`src/rtl/mcu_pkg.sv`:
```
// Shared encodings for the multi-cycle MIPS control unit: FSM states, opcode/funct
// values, ALU control codes, mux selects and the registered control bundle.
package mcu_pkg;

  typedef enum logic [3:0] {
    START,
    FETCH,
    DECODE,
    MEMADR,
    MEMRD,
    MEMWB,
    MEMWR,
    RTEXE,
    ALUWB,
    IMMEXE,
    BRANCH,
    JUMP
`ifdef ILLEGAL_TRAP_EN
    , ERROR
`endif
  } state_e;

  localparam logic [5:0] OP_RTYPE = 6'b000000;
  localparam logic [5:0] OP_LW    = 6'b100011;
  localparam logic [5:0] OP_SW    = 6'b101011;
  localparam logic [5:0] OP_BEQ   = 6'b000100;
  localparam logic [5:0] OP_BNE   = 6'b000101;
  localparam logic [5:0] OP_J     = 6'b000010;
  localparam logic [5:0] OP_ADDI  = 6'b001000;
  localparam logic [5:0] OP_ANDI  = 6'b001100;
  localparam logic [5:0] OP_ORI   = 6'b001101;
  localparam logic [5:0] OP_XORI  = 6'b001110;

  localparam logic [5:0] F_ADD = 6'b100000;
  localparam logic [5:0] F_SUB = 6'b100010;
  localparam logic [5:0] F_AND = 6'b100100;
  localparam logic [5:0] F_OR  = 6'b100101;
  localparam logic [5:0] F_NOR = 6'b100111;
  localparam logic [5:0] F_SLT = 6'b101010;
  localparam logic [5:0] F_XOR = 6'b100110;

  localparam logic [2:0] ULA_AND = 3'b000;
  localparam logic [2:0] ULA_OR  = 3'b001;
  localparam logic [2:0] ULA_ADD = 3'b010;
  localparam logic [2:0] ULA_NOR = 3'b011;
  localparam logic [2:0] ULA_XOR = 3'b100;
  localparam logic [2:0] ULA_SUB = 3'b110;
  localparam logic [2:0] ULA_SLT = 3'b111;

  localparam logic [1:0] SRCB_REG     = 2'b00;
  localparam logic [1:0] SRCB_FOUR    = 2'b01;
  localparam logic [1:0] SRCB_IMM     = 2'b10;
  localparam logic [1:0] SRCB_IMM_SH2 = 2'b11;

  localparam logic [1:0] PCSRC_ALU    = 2'b00;
  localparam logic [1:0] PCSRC_ALUOUT = 2'b01;
  localparam logic [1:0] PCSRC_JUMP   = 2'b10;

  // Moore portion of the control word, registered alongside the state.
  // The *_gate bits qualify the two Mealy outputs (IRWrite, pc_en).
  typedef struct packed {
    logic       mem_req;
    logic       iord;
    logic       mem_write;
    logic       reg_write;
    logic       reg_dst;
    logic       memto_reg;
    logic       src_a;
    logic [1:0] src_b;
    logic [1:0] pc_src;
    logic [2:0] ula;
    logic       imm_zext;
    logic       illegal;
    logic       fetch_gate;
    logic       branch_gate;
    logic       jump_gate;
  } ctrl_t;

endpackage

```
`src/rtl/ula_decoder.sv`:
```
// Combinational ALU-control decoder: maps OP (and Funct for R-type) to an ALU
// code, flags whether the instruction is supported, and marks logical immediates.
module ula_decoder
  import mcu_pkg::*;
(
  input  logic [5:0] op,
  input  logic [5:0] funct,
  output logic [2:0] ula_ctrl,
  output logic       legal,
  output logic       logic_imm
);

  // NOTE: every output gets a default before the case so no path leaves a
  // variable unassigned, which would otherwise infer a latch.
  always_comb begin
    ula_ctrl  = ULA_ADD;
    legal     = 1'b1;
    logic_imm = 1'b0;
    case (op)
      OP_RTYPE: begin
        case (funct)
          F_ADD:   ula_ctrl = ULA_ADD;
          F_SUB:   ula_ctrl = ULA_SUB;
          F_AND:   ula_ctrl = ULA_AND;
          F_OR:    ula_ctrl = ULA_OR;
          F_NOR:   ula_ctrl = ULA_NOR;
          F_SLT:   ula_ctrl = ULA_SLT;
          F_XOR:   ula_ctrl = ULA_XOR;
          default: legal    = 1'b0;
        endcase
      end
      OP_ADDI: ula_ctrl = ULA_ADD;
      OP_ANDI: begin
        ula_ctrl  = ULA_AND;
        logic_imm = 1'b1;
      end
      OP_ORI: begin
        ula_ctrl  = ULA_OR;
        logic_imm = 1'b1;
      end
      OP_XORI: begin
        ula_ctrl  = ULA_XOR;
        logic_imm = 1'b1;
      end
      OP_LW, OP_SW, OP_BEQ, OP_BNE, OP_J: ula_ctrl = ULA_ADD;
      default: legal = 1'b0;
    endcase
  end

endmodule

```
`src/rtl/multicycle_control_unit.sv`:
```
// Multi-cycle MIPS control FSM with a memory request/ready handshake.
// Optional macro ILLEGAL_TRAP_EN: illegal instructions trap into a sticky ERROR state.
module multicycle_control_unit
  import mcu_pkg::*;
#(
  parameter int ULACTRL_W  = 3,
  parameter bit LOGIC_ZEXT = 1'b1
) (
  input  logic                 clk,
  input  logic                 rst_n,
  input  logic [5:0]           OP,
  input  logic [5:0]           Funct,
  input  logic                 Zero,
  input  logic                 mem_ready,
  output logic                 mem_req,
  output logic                 IorD,
  output logic                 MemWrite,
  output logic                 IRWrite,
  output logic                 pc_en,
  output logic                 RegWrite,
  output logic                 RegDst,
  output logic                 MemtoReg,
  output logic                 ULASrcA,
  output logic [1:0]           ULASrcB,
  output logic [1:0]           PCSrc,
  output logic [ULACTRL_W-1:0] ULAControl,
  output logic                 imm_zext,
  output logic                 illegal
);

  state_e     state_q, state_d;
  ctrl_t      ctrl_q, ctrl_d;
  logic       imm_q, imm_d;
  logic       store_q, store_d;
  logic       bne_q, bne_d;

  logic [2:0] dec_ula;
  logic       dec_legal;
  logic       dec_logic_imm;

  ula_decoder u_ula_decoder (
    .op        (OP),
    .funct     (Funct),
    .ula_ctrl  (dec_ula),
    .legal     (dec_legal),
    .logic_imm (dec_logic_imm)
  );

  // Next state, plus the instruction-class flags captured while the IR is known stable.
  always_comb begin
    state_d = state_q;
    imm_d   = imm_q;
    store_d = store_q;
    bne_d   = bne_q;
    case (state_q)
      START: state_d = FETCH;
      FETCH: if (mem_ready) state_d = DECODE;
      DECODE: begin
        imm_d   = 1'b0;
        store_d = (OP == OP_SW);
        bne_d   = (OP == OP_BNE);
        if (!dec_legal) begin
`ifdef ILLEGAL_TRAP_EN
          state_d = ERROR;
`else
          state_d = FETCH;
`endif
        end else begin
          case (OP)
            OP_LW, OP_SW:                      state_d = MEMADR;
            OP_RTYPE:                          state_d = RTEXE;
            OP_ADDI, OP_ANDI, OP_ORI, OP_XORI: begin
              state_d = IMMEXE;
              imm_d   = 1'b1;
            end
            OP_BEQ, OP_BNE:                    state_d = BRANCH;
            OP_J:                              state_d = JUMP;
            default:                           state_d = FETCH;
          endcase
        end
      end
      MEMADR: state_d = store_q ? MEMWR : MEMRD;
      MEMRD:  if (mem_ready) state_d = MEMWB;
      MEMWB:  state_d = FETCH;
      MEMWR:  if (mem_ready) state_d = FETCH;
      RTEXE:  state_d = ALUWB;
      IMMEXE: state_d = ALUWB;
      ALUWB:  state_d = FETCH;
      BRANCH: state_d = FETCH;
      JUMP:   state_d = FETCH;
`ifdef ILLEGAL_TRAP_EN
      ERROR:  state_d = ERROR;
`endif
      default: state_d = START;
    endcase
  end

  // Control word for the state being entered; registering it keeps the Moore
  // outputs free of decode glitches.
  always_comb begin
    ctrl_d = '0;
    case (state_d)
      FETCH: begin
        ctrl_d.mem_req    = 1'b1;
        ctrl_d.src_b      = SRCB_FOUR;
        ctrl_d.ula        = ULA_ADD;
        ctrl_d.pc_src     = PCSRC_ALU;
        ctrl_d.fetch_gate = 1'b1;
      end
      DECODE: begin
        ctrl_d.src_b = SRCB_IMM_SH2;
        ctrl_d.ula   = ULA_ADD;
      end
      MEMADR: begin
        ctrl_d.src_a = 1'b1;
        ctrl_d.src_b = SRCB_IMM;
        ctrl_d.ula   = ULA_ADD;
      end
      MEMRD: begin
        ctrl_d.mem_req = 1'b1;
        ctrl_d.iord    = 1'b1;
      end
      MEMWB: begin
        ctrl_d.reg_write = 1'b1;
        ctrl_d.memto_reg = 1'b1;
      end
      MEMWR: begin
        ctrl_d.mem_req   = 1'b1;
        ctrl_d.iord      = 1'b1;
        ctrl_d.mem_write = 1'b1;
      end
      RTEXE: begin
        ctrl_d.src_a = 1'b1;
        ctrl_d.src_b = SRCB_REG;
        ctrl_d.ula   = dec_ula;
      end
      ALUWB: begin
        ctrl_d.reg_write = 1'b1;
        ctrl_d.reg_dst   = ~imm_d;
      end
      IMMEXE: begin
        ctrl_d.src_a    = 1'b1;
        ctrl_d.src_b    = SRCB_IMM;
        ctrl_d.ula      = dec_ula;
        ctrl_d.imm_zext = dec_logic_imm & LOGIC_ZEXT;
      end
      BRANCH: begin
        ctrl_d.src_a       = 1'b1;
        ctrl_d.src_b       = SRCB_REG;
        ctrl_d.ula         = ULA_SUB;
        ctrl_d.pc_src      = PCSRC_ALUOUT;
        ctrl_d.branch_gate = 1'b1;
      end
      JUMP: begin
        ctrl_d.pc_src    = PCSRC_JUMP;
        ctrl_d.jump_gate = 1'b1;
      end
`ifdef ILLEGAL_TRAP_EN
      ERROR: ctrl_d.illegal = 1'b1;
`endif
      default: ctrl_d = '0;
    endcase
  end

  // NOTE: state is updated with non-blocking assignments so every register
  // samples the pre-edge values; the async reset also clears the registered
  // control word, so write strobes drop the instant rst_n falls.
  always_ff @(posedge clk or negedge rst_n) begin
    if (!rst_n) begin
      state_q <= START;
      ctrl_q  <= '0;
      imm_q   <= 1'b0;
      store_q <= 1'b0;
      bne_q   <= 1'b0;
    end else begin
      state_q <= state_d;
      ctrl_q  <= ctrl_d;
      imm_q   <= imm_d;
      store_q <= store_d;
      bne_q   <= bne_d;
    end
  end

  assign mem_req    = ctrl_q.mem_req;
  assign IorD       = ctrl_q.iord;
  assign MemWrite   = ctrl_q.mem_write;
  assign RegWrite   = ctrl_q.reg_write;
  assign RegDst     = ctrl_q.reg_dst;
  assign MemtoReg   = ctrl_q.memto_reg;
  assign ULASrcA    = ctrl_q.src_a;
  assign ULASrcB    = ctrl_q.src_b;
  assign PCSrc      = ctrl_q.pc_src;
  assign ULAControl = ULACTRL_W'(ctrl_q.ula);
  assign imm_zext   = ctrl_q.imm_zext;
  assign illegal    = ctrl_q.illegal;

  // Only these two respond within the cycle: fetch completion and branch outcome.
  assign IRWrite = ctrl_q.fetch_gate & mem_ready;
  assign pc_en   = (ctrl_q.fetch_gate & mem_ready)
                 | ctrl_q.jump_gate
                 | (ctrl_q.branch_gate & (Zero ^ bne_q));

endmodule
```
`config.mk`:
```
export PLATFORM = sky130hd
export DESIGN_NAME = multicycle_control_unit
export DESIGN_NICKNAME = d
export VERILOG_FILES = /design/src/rtl/mcu_pkg.sv /design/src/rtl/ula_decoder.sv /design/src/rtl/multicycle_control_unit.sv
export SDC_FILE = /design/constraint.sdc
export NUM_CORES = 1
export LEC_CHECK = 0
export CORE_ASPECT_RATIO = 1.4
export CORE_MARGIN = 2
export CORE_UTILIZATION = 50
export CTS_BUF_LIST = sky130_fd_sc_hd__clkbuf_4 sky130_fd_sc_hd__clkbuf_8
export DETAILED_ROUTE_END_ITERATION = 8
export PLACE_DENSITY = 0.81
export SYNTH_ARGS = -nofsm -noshare
export SYNTH_HDL_FRONTEND = slang
export SYNTH_SLANG_ARGS = --single-unit
```
`constraint.sdc`:
```
create_clock -name clk -period 2.2 [get_ports clk]
set_input_delay 0.22 -clock clk [delete_from_list [all_inputs] [get_ports clk]]
set_output_delay 0.22 -clock clk [all_outputs]
set_load 0.01 [all_outputs]
```
==> out/metrics.yaml, run 1 <==
synth_common_cells: "24 x dfrtp_1, 12 x nand2_1, 10 x inv_1"
synthTopCellsByArea: "dfrtp_1 45%, buf_4 4.5%, nand2_1 3.4%"
h-tree-depth: 1
avgSynthCellArea_um2: 9.533
vdd_drop_max_uv: 592.3
outcome: "complete, no violations"
slowest_delay_ns: 0.55
grt.overflow.total: 0
hold_path_class: "in2async"
clock-sinks: 24
ioPinCount: 34
fillers: 223
syn_area_mm2: 0.001325
insertion_delay_ns: 0.32
setup_tns_ns: 0
place_worst_setup_slack_ns: -0.06886
crit_type: "reg2reg"
total_power_mw: 1.614
postCtsSetupBuffers: 0
powerDensity_mw_per_mm2: 918.9
crit_arrival_ns: 2.27
antenna_found_initial: 0
setup_ws_ns: 0.1408
cts_tree: "yes"
grt_pass1_wl_um: 5368
synth_edf_count: 0
finalCritPeriodShare_pct: 93.60
area_growth_pct: 32.58
yosysTopAreaCellShare_pct: 45.33
fin_nets: 195
ys.warnings.count: 0
finish.instance_area_mm2: 0.001757
rsz0062_at_grt: "false"
yosys.area.top_type: "dfrtp_1"
ys_ff_latch: 24
grtUsageTotal_pct: 23.74
cp_top_family: "compound AO/OA/AOI/OAI gates"
yosysSeqAreaShare_pct: 45.33
multi_input_comb_area_um2: 584.3
period_minus_slack_ns: 2.059
drt_iter0_markers: 35
row_count: 22
postCtsHoldBufs: 0
synth.most_common_cell: "dfrtp_1"
vias: 1214
core_area_mm2: 0.002560
synthFlopType: "dfrtp_1"
setup_viol: 0
tightest_slew_ns: 0.5472
worst-path-max-fanout: 10
cts_resized: 0
start_kind: "flop"
dr.pass1.iters: 4
fmax_mhz: 485.6
required_ns: 2.41
fp.dieW_um: 47.51
numCtsBuffers: 3
synthArstFlopShare_pct: 100.0
clockBufferDepth: 2
finalMaxSlewViolations: 0
drc: 0
max_slew_margin_pct: 63.46
gp_congestion: 0.8197
leakage_nw: 0.7907
synth_nets: 155
diodes: 0
place_area_mm2: 0.001720
vias_per_cell: 5.673
avgRoutedWirePerCell_um: 14.16
ant_nets: 0
post-dp-hpwl_um: 2383
drt-total-wl_um: 3031
fin_skew_ns: 0.001037
die_y_um: 64.91
seq_area_um2: 600.6
hold_violations: 0
clk_pin_slew_ns: 0.13
cp_slowest_cell: "dfrtp_1"
cp-end-kind: "flop"
drive_gt1_share_pct: 19.10
clockRootBuffer: "clkbuf_4"
io_buffers: 32
synth_cell_type_count: 51
critPathBufInv: 2
synth_cells: 139
start_util_pct: 51.76
grt_max_degree: 25
cap_violations: 0
crit_path_cell_trace: "inv_1, nor3_1, a32oi_1, o22a_2, clkinv_2, mux2i_1, o32ai_1"
die-area_mm2: 0.003084
grt_pass1_vias: 1279
## flip-flops by register name (all words and copies together), names as in the netlist, 2 cells and up
register,flops
state_q,4
ULAControl,3
PCSrc,2
ULASrcB,2
ctrl_q,2
## metrics by stage
stage	instances	utilization [%]	hold slack, ns
after CTS	214	68.62	0.2555
after global placement	210	67.20	0.4144
after detailed placement	210	67.20	0.4160
after global routing	214	68.62	0.2779
final	214	68.62	0.2467
after floorplan	139	-	-0.07559
## logic make-up (layout without fill, tap and decap cells)
logic type	Yosys count	after routing	share of synthesized area (%)
xor+xnor	1	1	0.6611
fa+ha+maj	1	1	0.7555
buf+inv	26	65	10.58
mux	1	1	0.7555
compound gates	37	37	20.40
simple gates	48	48	21.25
other cells	1	1	0.2830
flops	24	24	45.33
## where the power goes
part | total (mW) | internal (mW) | switching (mW)
logic | 0.727 | 0.357 | 0.370
registers | 0.655 | 0.560 | 0.0941
clock network | 0.233 | 0.101 | 0.132
total | 1.61 | 1.02 | 0.596
## area by class of cell
class	instances	area share [%]
Clock buffer	4	2.066
Tap cell	36	2.564
Multi-Input combinational cell	89	33.26
Sequential cell	24	34.19
Timing Repair Buffer	48	25.07
Inverter	13	2.849
## layout by cell type (no fill, tap or decap), drive strengths merged, types with 3 or more instances in the layout
cell,n
o21ai,8
dfrtp,24
nor3,4
a31oi,3
nor2,7
nor4,3
nand2b,4
a21oi,8
o41ai,3
clkbuf,4
and3,4
or3,3
buf,16
nand4,3
clkdlybuf4s50,32
inv,12
nand2,12
## worst paths after layout
path / startpoint / endpoint / slack (ns) / cells past startpoint
worst min-delay path: rst_n / ULASrcB[1] / 0.25 / 2
max in group asynchronous: rst_n / store_q / 1.73 / 2
min in group clk: imm_q / RegDst / 0.43 / 1
worst max register to register: state_q[2] / ULAControl[1] / 0.14 / 7
worst min register to register: imm_q / RegDst / 0.43 / 1
worst max-delay path: state_q[2] / ULAControl[1] / 0.14 / 7
## routing by layer
metal	global-route usage, %	wire (um)
met1	27.09	1130
met2	39.70	1629
met3	2.786	150
met4	14.24	121
met5	0	0
(Power assumes the default switching activity.)
==> run 2, diff against run 1 <==
HOLD_SLACK_MARGIN = 0.1   (was not set)
SETUP_SLACK_MARGIN = 0.2   (was not set)
clock period = 2.3 ns   (was 2.2 ns; I/O delays follow)
==> run 2 against run 1 <==
Cell area down 0.21%. Flip-flop and latch count is the same. Clock-buffer cell count is 1 lower. Critical endpoint unchanged.
==> out/metrics.yaml, run 2 (same netlist as run 1, synthesis figures left out) <==
ant_nets: 0
postCtsHoldBufs: 0
start_kind: "primary input"
diodes: 0
clockPowerShare_pct: 12.1
p_int_uw: 921.4
grtUsageTotal_pct: 22.79
cts_tree: "yes"
outcome: "complete, no violations"
area_growth_pct: 32.29
fillers: 217
avgRoutedWirePerCell_um: 15.02
setup_tns_ns: 0
clock-sinks: 24
start_util_pct: 51.76
antenna_found_initial: 0
clockBufferDepth: 2
grt.overflow.total: 0
insertion_delay_ns: 0.32
crit_arrival_ns: 2.25
drive_gt1_share_pct: 18.97
drt_iter0_markers: 42
cap_violations: 0
largest_reg_flops: 4
vias_per_cell: 5.662
numCtsBuffers: 3
fin_skew_ns: 0.007715
cp_slowest_cell: "or4_4"
crit_path_cell_trace: "clkdlybuf4s50_1, or4_4, nor3_4, a21oi_1, o22a_2, clkinv_2, mux2i_1, o32ai_1"
die_y_um: 64.91
place_area_mm2: 0.001675
gp_congestion: 0.8264
grt_pass1_wl_um: 5030
clockRootBuffer: "clkbuf_4"
die-area_mm2: 0.003084
switchingPower_uw: 571.2
hold_path_class: "in2async"
vias: 1189
pwr-share-seq_pct: 42.1
ioPinCount: 34
post-dp-hpwl_um: 2372
clk_pin_slew_ns: 0.12
cp-end-kind: "flop"
setup_viol: 0
grt_max_degree: 25
drt-total-wl_um: 3155
fin_nets: 192
drc: 0
rsz0062_at_grt: "false"
slowest_delay_ns: 0.55
required_ns: 2.52
final_cell_mix: "32 x clkdlybuf4s50_1, 24 x dfrtp_1, 13 x buf_4, 12 x nand2_1, 10 x inv_1"
grt_pass1_vias: 1208
dr.pass1.iters: 4
final_common_cell: "clkdlybuf4s50_1"
finalMaxSlewViolations: 0
powerDensity_mw_per_mm2: 851.5
vdd_drop_max_uv: 454.0
worst-path-max-fanout: 6
h-tree-depth: 1
io_buffers: 32
top_register: "state_q"
leakage_nw: 0.7736
finish.instance_area_mm2: 0.001753
sw_frac_of_total_pct: 38.27
period_minus_slack_ns: 2.030
core_area_mm2: 0.002560
dp_cells: 204
fp.dieW_um: 47.51
instances_no_fill: 210
row_count: 22
hold_violations: 0
finalCritPeriodShare_pct: 88.26
crit_type: "in2reg"
fmax_mhz: 492.6
comb_power_share_pct: 45.8
run 2: what timing repair did:
action                                  CTS  global route
setup buffers                             0             3
gates resized for setup                   0             6
endpoints found under the setup margin    0             6
run 2: power groups by stage:
| stage | Clock (mW) | Combinational [mW] | Sequential, mW |
|---|---|---|---|
| floorplan | 0 | 0.423 | 0.605 |
| global placement | 0 | 0.621 | 0.628 |
| detailed placement | 0 | 0.642 | 0.636 |
| CTS | 0.186 | 0.644 | 0.625 |
| global route | 0.205 | 0.755 | 0.643 |
| finish | 0.181 | 0.684 | 0.628 |
run 2: layout make-up:
class / count / area [um2] / area share [%]
Inverter: 13 / 50.05 / 2.855
Sequential cell: 24 / 600.6 / 34.26
Multi-Input combinational cell: 89 / 616.8 / 35.19
Timing Repair Buffer: 45 / 417.9 / 23.84
Tap cell: 36 / 45.04 / 2.570
Clock buffer: 3 / 22.52 / 1.285
run 2: final timing paths:
check / from / to / slack (ns) / cells after the start
max reg2reg: state_q[3] / ULAControl[1] / 0.29 / 7
min: rst_n / IorD / 0.26 / 2
min in group clk: imm_q / RegDst / 0.43 / 1
min reg2reg: imm_q / RegDst / 0.43 / 1
max: OP[1] / ULAControl[1] / 0.27 / 8
max in group asynchronous: rst_n / bne_q / 1.80 / 2
run 2: worst max-delay path, delay by kind of cell:
family	cells	cell delay, ns
simple gates	2	0.80
compound gates	3	0.53
buf+inv	2	0.58
mux	1	0.10
run 2: routing by layer:
| layer | GRT usage (%) | up-vias | wire length, um |
|---|---|---|---|
| met3 | 3.064 | 13 | 162 |
| met2 | 41.89 | 56 | 1756 |
| met1 | 22.71 | 559 | 1099 |
| met4 | 11.81 | 0 | 136 |
| li1 | - | 561 | - |
| met5 | 0 | - | 0 |
run 2: stage by stage:
stage / setup slack [ns] / power (mW) / util (%) / hold slack, ns
2_1_floorplan: 0.5758 / 1.029 / - / -0.06559
3_3_place_gp: -0.0008729 / 1.249 / 65.44 / 0.4155
3_5_place_dp: -0.08366 / 1.278 / 65.44 / 0.4185
4_1_cts: 0.2742 / 1.455 / 66.32 / 0.2669
5_1_grt: 0.1514 / 1.603 / 68.48 / 0.2843
6_report: 0.2701 / 1.493 / 68.48 / 0.2590
==> run 3, diff against run 2 <==
SLEW_MARGIN = 25   (was not set)
==> results of run 3 <==
No change in the layout: final DEF, timing and power equal those of run 2.
